File: config.mk
export PLATFORM = sky130hd
export DESIGN_NAME = bsg_murn_converter_buffered
export DESIGN_NICKNAME = d
export VERILOG_FILES = /design/src/rtl/bsg_murn_converter_buffered.sv
export SDC_FILE = /design/constraint.sdc
export NUM_CORES = 2
export LEC_CHECK = 0
export ABC_AREA = 1
export CAP_MARGIN = 20
export CORE_AREA = 3 3 559 561
export DETAILED_ROUTE_END_ITERATION = 8
export DIE_AREA = 0 0 562 564
export GPL_ROUTABILITY_DRIVEN = 0
export RECOVER_POWER = 25
export SETUP_SLACK_MARGIN = 0.5
export SLEW_MARGIN = 40
export SYNTH_ARGS = -nofsm -noshare
export SYNTH_HDL_FRONTEND = slang
export SYNTH_SLANG_ARGS = --single-unit
File: constraint.sdc
create_clock -name clk_i -period 4.55 [get_ports clk_i]
set_input_delay 0.91 -clock clk_i [delete_from_list [all_inputs] [get_ports clk_i]]
set_output_delay 0.91 -clock clk_i [all_outputs]
set_load 0.005 [all_outputs]
File: src/rtl/bsg_murn_converter_buffered.sv
// FSB<->MURN bridge with independent per-node FIFOs in each direction, per-node flush,
// saturating retry/stall statistics and an optional one-cycle-late retry protocol.
module bsg_murn_converter_buffered #(
   parameter int nodes_p      = 4,
   parameter int ring_width_p = 80,
   parameter int els_p        = 4,
   parameter int late_retry_p = 0,
   parameter int ctr_width_p  = 16
) (
   input  logic                              clk_i,
   input  logic                              reset_n_i,
   input  logic [nodes_p-1:0]                node_flush_i,
   input  logic                              clear_stats_i,
   input  logic [nodes_p-1:0]                v_i,
   input  logic [nodes_p*ring_width_p-1:0]   data_i,
   output logic [nodes_p-1:0]                ready_o,
   output logic [nodes_p-1:0]                switch_2_blockValid_o,
   output logic [nodes_p*ring_width_p-1:0]   switch_2_blockData_o,
   input  logic [nodes_p-1:0]                switch_2_blockRetry_i,
   input  logic [nodes_p-1:0]                block_2_switchValid_i,
   input  logic [nodes_p*ring_width_p-1:0]   block_2_switchData_i,
   output logic [nodes_p-1:0]                block_2_switchRetry_o,
   output logic [nodes_p-1:0]                v_o,
   output logic [nodes_p*ring_width_p-1:0]   data_o,
   input  logic [nodes_p-1:0]                yumi_i,
   output logic [nodes_p*ctr_width_p-1:0]    retry_cnt_o,
   output logic [nodes_p*ctr_width_p-1:0]    stall_cnt_o
);

   localparam int ptr_w_lp = (els_p > 1) ? $clog2(els_p) : 1;
   localparam int cnt_w_lp = $clog2(els_p) + 1;

   typedef enum logic [1:0] {S_IDLE, S_OFFER, S_WAIT} state_e;

   for (genvar n = 0; n < nodes_p; n++) begin : g_node
      logic [ring_width_p-1:0] mem_a_q [els_p];
      logic [ring_width_p-1:0] mem_b_q [els_p];
      logic [ptr_w_lp-1:0]     wp_a_q, wp_a_d, rp_a_q, rp_a_d;
      logic [ptr_w_lp-1:0]     wp_b_q, wp_b_d, rp_b_q, rp_b_d;
      logic [cnt_w_lp-1:0]     cnt_a_q, cnt_a_d, cnt_b_q, cnt_b_d;
      logic [ctr_width_p-1:0]  rcnt_q, rcnt_d, scnt_q, scnt_d;
      state_e                  st_q, st_d;
      logic                    flush, full_a, empty_a, full_b, empty_b;
      logic                    enq_a, deq_a, enq_b, deq_b, rej, stall;
      logic                    ready_l, sbv_l, bretry_l, vo_l;

      always_comb begin
         flush   = node_flush_i[n];
         full_a  = (cnt_a_q == cnt_w_lp'(els_p));
         empty_a = (cnt_a_q == '0);
         full_b  = (cnt_b_q == cnt_w_lp'(els_p));
         empty_b = (cnt_b_q == '0);

         ready_l = ~full_a & ~flush;
         enq_a   = v_i[n] & ready_l;

         st_d  = S_IDLE;
         sbv_l = 1'b0;
         deq_a = 1'b0;
         rej   = 1'b0;
         if (late_retry_p == 0) begin
            sbv_l = ~empty_a & ~flush;
            deq_a = sbv_l & ~switch_2_blockRetry_i[n];
            rej   = sbv_l & switch_2_blockRetry_i[n];
         end else begin
            // Retry for an offer arrives during the following WAIT cycle.
            case (st_q)
               S_IDLE, S_OFFER: begin
                  if (!empty_a) begin
                     sbv_l = 1'b1;
                     st_d  = S_WAIT;
                  end
               end
               S_WAIT: begin
                  if (switch_2_blockRetry_i[n]) begin
                     rej  = 1'b1;
                     st_d = S_OFFER;
                  end else begin
                     deq_a = 1'b1;
                     st_d  = ((cnt_a_q > cnt_w_lp'(1)) || enq_a) ? S_OFFER : S_IDLE;
                  end
               end
               default: st_d = S_IDLE;
            endcase
            if (flush) begin
               sbv_l = 1'b0;
               deq_a = 1'b0;
               rej   = 1'b0;
               st_d  = S_IDLE;
            end
         end

         bretry_l = full_b | flush;
         enq_b    = block_2_switchValid_i[n] & ~bretry_l;
         vo_l     = ~empty_b & ~flush;
         deq_b    = yumi_i[n] & vo_l;
         stall    = bretry_l & block_2_switchValid_i[n];

         wp_a_d  = wp_a_q;
         rp_a_d  = rp_a_q;
         cnt_a_d = cnt_a_q;
         wp_b_d  = wp_b_q;
         rp_b_d  = rp_b_q;
         cnt_b_d = cnt_b_q;
         if (flush) begin
            wp_a_d  = '0;
            rp_a_d  = '0;
            cnt_a_d = '0;
            wp_b_d  = '0;
            rp_b_d  = '0;
            cnt_b_d = '0;
         end else begin
            if (enq_a) wp_a_d = wp_a_q + ptr_w_lp'(1);
            if (deq_a) rp_a_d = rp_a_q + ptr_w_lp'(1);
            cnt_a_d = cnt_a_q + cnt_w_lp'(enq_a) - cnt_w_lp'(deq_a);
            if (enq_b) wp_b_d = wp_b_q + ptr_w_lp'(1);
            if (deq_b) rp_b_d = rp_b_q + ptr_w_lp'(1);
            cnt_b_d = cnt_b_q + cnt_w_lp'(enq_b) - cnt_w_lp'(deq_b);
         end

         rcnt_d = rcnt_q;
         scnt_d = scnt_q;
         if (clear_stats_i) begin
            rcnt_d = '0;
            scnt_d = '0;
         end else begin
            if (rej && (rcnt_q != '1))   rcnt_d = rcnt_q + ctr_width_p'(1);
            if (stall && (scnt_q != '1)) scnt_d = scnt_q + ctr_width_p'(1);
         end
      end

      always_ff @(posedge clk_i or negedge reset_n_i) begin
         if (!reset_n_i) begin
            wp_a_q  <= '0;
            rp_a_q  <= '0;
            cnt_a_q <= '0;
            wp_b_q  <= '0;
            rp_b_q  <= '0;
            cnt_b_q <= '0;
            rcnt_q  <= '0;
            scnt_q  <= '0;
            st_q    <= S_IDLE;
         end else begin
            wp_a_q  <= wp_a_d;
            rp_a_q  <= rp_a_d;
            cnt_a_q <= cnt_a_d;
            wp_b_q  <= wp_b_d;
            rp_b_q  <= rp_b_d;
            cnt_b_q <= cnt_b_d;
            rcnt_q  <= rcnt_d;
            scnt_q  <= scnt_d;
            st_q    <= st_d;
         end
      end

      // Storage carries no reset; occupancy counters alone define validity.
      always_ff @(posedge clk_i) begin
         if (enq_a) mem_a_q[wp_a_q] <= data_i[n*ring_width_p +: ring_width_p];
         if (enq_b) mem_b_q[wp_b_q] <= block_2_switchData_i[n*ring_width_p +: ring_width_p];
      end

      assign ready_o[n]                = ready_l;
      assign switch_2_blockValid_o[n]  = sbv_l;
      assign block_2_switchRetry_o[n]  = bretry_l;
      assign v_o[n]                    = vo_l;
      assign switch_2_blockData_o[n*ring_width_p +: ring_width_p] = mem_a_q[rp_a_q];
      assign data_o[n*ring_width_p +: ring_width_p]               = mem_b_q[rp_b_q];
      assign retry_cnt_o[n*ctr_width_p +: ctr_width_p]            = rcnt_q;
      assign stall_cnt_o[n*ctr_width_p +: ctr_width_p]            = scnt_q;
   end

endmodule

==> reports/metrics.yaml <==
status: "finished clean"
fin_total_pwr_mw: 70.2
nNetsFinal: 9955
cp-start-kind: "flip-flop"
netlist_instances: 7778
first_pass_iters: 5
synth_top_family_by_area: "compound AO/OA/AOI/OAI gates"
tightestPinTransition_ns: 0.748
final.setup.tns_ns: 0
timing.fmax_ghz: 0.251
cts_tree: "built"
power_frac_comb_pct: 24.2
powerDensity_nw_per_um2: 516
grt_pass1_wl_mm: 469
numCtsBuffers: 296
final_cell_area_um2: 136000
vias: 70400
insertion_delay_ns: 0.88
clockPowerShare_pct: 33.5
io_pins: 1447
ys_ff_latch: 2744
synth_top_area_share_pct: 72.8
worstSetupPathType: "reg2out"
p_leak_nw: 46.3
r2r_slack_ns: 1.98
seqCellArea_um2: 81500
drc: 0
fp-row-count: 204
cts-root-buf: "clkbuf_16"
r2r-start: "g_node[1].cnt_a_q[1]$_DFF_PN0_"
fin_skew_ns: 0.0654
antenna_found_initial: 193
power.internal_mw: 49.7
netSwitchingFraction_pct: 29.2
syn_area_um2: 106000
drive_gt1_share_pct: 7.42
cp.required_ns: 3.64
post-route-period-util_pct: 87.5
synth_area_per_cell_um2: 13.6
yosysUniqueCellTypes: 34
routedWlPerCell_um: 24.2
reg2regPathDepth: 10
rsz0062_at_grt: "true"
initial_core_util_pct: 34.2
drtAntennaViolNets: 0
dieArea_um2: 317000
max_slew_margin_pct: 50.1
synth-xor-area-share_pct: 0.523
setup_viol: 0
synth_nets: 8505
io_buffers: 1446
maxCapViolations: 0
grtUsageTotal_pct: 19.8
yosys_most_used_dff: "edfxtp_1"
multiInputGateArea_um2: 21600
hold_end: "g_node[1].scnt_q[1]$_DFFE_PN0P_"
synth_compound_area_share_pct: 10.3
hold_slack_ns: 0.529
grt_start_max_net_pins: 162
cts.clk_slew.worst_paths_ns: 0.06
synth_most_common_cell: "edfxtp_1"
cts.sinks: 2744
cp_max_fo: 65
synth_edf_count: 2560
ys_seq_area_share_pct: 77.2
dp.cells: 13000
overflow: 0
grt_pass1_vias: 67500
hold_depth: 2
synthSimpleGateAreaFrac_pct: 8.52
dpl.hpwl_mm: 216
synth_mux_area_share_pct: 0
die_x_um: 562
rr_endpoint: "g_node[1].cnt_a_q[2]$_DFF_PN0_"
synth_area_leader_cell: "edfxtp_1"
fillers: 27400
netlist_top_cells_count: "edfxtp_1 (2560), nor2_1 (1456), o21ai_0 (1319)"
dpl_cell_area_um2: 126000
p_seq_share_pct: 42.3
final-max-slew-violation-count: 0
ir_worst_vdd_v: 0.000366
p_sw_mw: 20.5
ys_top_cells_by_area: "edfxtp_1 (73%), o21ai_0 (6.3%), nor2_1 (5.2%)"
avgViaCountPerCell: 5.16
min_path_type: "reg2reg"
drt-total-wl_mm: 330
synthArstFlopShare_pct: 6.71
min_from: "g_node[1].scnt_q[1]$_DFFE_PN0P_"
end_kind: "primary output"
core_area_um2: 308000
syn2layout_area_growth_pct: 28.8
crit_arrival_ns: 3.07
dieHeight_um: 564
first_iter_violations: 6277
finalCriticalPeriod_ns: 3.98
ys_warn_count: 0
hold_viol_final: 0
synth_fa_ha_area_share_pct: 0.815
crit_path_start: "g_node[2].rp_a_q[0]$_DFFE_PN0P_"
h-tree-depth: 5
fin_cells: 13700
cts_buffer_depth: 4
[cell type report]
cell class | instances | share of cell area [%]
Timing Repair Buffer | 1615 | 12.5
Timing Repair inverter | 1 | 0.00644
Tap cell | 4120 | 3.79
Inverter | 220 | 0.708
Antenna cell | 77 | 0.142
Sequential cell | 2744 | 59.9
Clock buffer | 372 | 5.70
Multi-Input combinational cell | 4350 | 15.9
Clock inverter | 158 | 1.31
[worst max-delay path: stages, from the launching register on]
cell	delay, ns
dfrtp_4	0.59
buf_16	0.27
o21ai_0	0.15
o22ai_1	0.50
clkdlybuf4s50_1	0.63
[through the flow]
stage	worst slack, ns	util [%]
2_1_floorplan	-0.840	-
3_3_place_gp	0.634	40.7
3_5_place_dp	0.687	40.7
4_1_cts	0.490	44.0
5_1_grt	0.467	44.1
6_report	0.569	44.1
[worst max path at each step]
stage,to,slack (ns),cells past startpoint
CTS,data_o[127],0.49,5
detailed placement,g_node[3].mem_b_q[0][33]$_DFFE_PP_,0.69,5
floorplan,g_node[0].mem_b_q[0][0]$_DFFE_PP_,-0.84,5
global route,switch_2_blockData_o[48],0.47,4
global placement,g_node[0].cnt_b_q[2]$_DFF_PN0_,0.63,12
finish,switch_2_blockData_o[188],0.57,4
[per-layer routing]
metal	up-vias	global-route usage (%)	wire length (um)
met5	-	0	917
met1	35100	24.8	129000
li1	31700	-	-
met3	750	6.98	33500
met4	138	8.39	14500
met2	2831	31.0	153000
[what timing repair did]
item / CTS / global route
buffers inserted: 6 / 1
setup endpoints to repair: 496 / 56
hold buffers: 1 / 0
endpoints found under the hold margin: 52 / 0
gates resized for setup: 65 / 25
gates cloned: 7 / 2
[cells by family (layout without fill, tap and decap cells)]
group	count (synthesis)	in the layout
buf+inv	684	2366
flops	2744	2744
other cells	0	77
fa+ha+maj	64	64
simple gates	2226	2226
compound gates	1997	1997
xor+xnor	63	63
[power groups by stage]
stage / sequential (mW) / combinational (mW) / clock, mW
5_1_grt: 29.8 / 18.2 / 25.1
4_1_cts: 29.7 / 17.1 / 24.1
6_report: 29.7 / 17.0 / 23.6
3_3_place_gp: 30.1 / 16.3 / 0
2_1_floorplan: 30.1 / 6.75 / 0
3_5_place_dp: 30.2 / 16.5 / 0
[placed cells by master (no fill, tap or decap), types with 77 or more instances in the layout]
| master | Yosys | final |
|---|---|---|
| clkbuf_16 | 0 | 299 |
| clkdlybuf4s50_1 | 0 | 1017 |
| dfrtp_1 | 184 | 168 |
| diode_2 | 0 | 77 |
| dlygate4sd3_1 | 0 | 416 |
| edfxtp_1 | 2560 | 2560 |
| inv_1 | 207 | 203 |
| nand2_1 | 491 | 491 |
| nand3_1 | 157 | 157 |
| nor2_1 | 1456 | 1423 |
| o21ai_0 | 1319 | 1319 |
| o22ai_1 | 640 | 626 |
[registers in the layout, summed over array words and instances (netlist names)]
register	cells
g_node.mem_a_q	1280
g_node.mem_b_q	1280
g_node.rcnt_q	64
g_node.scnt_q	64
g_node.cnt_a_q	12
g_node.cnt_b_q	12
g_node.rp_a_q	8
g_node.rp_b_q	8
g_node.wp_a_q	8
g_node.wp_b_q	8
Power figures use the tool's default switching activity.
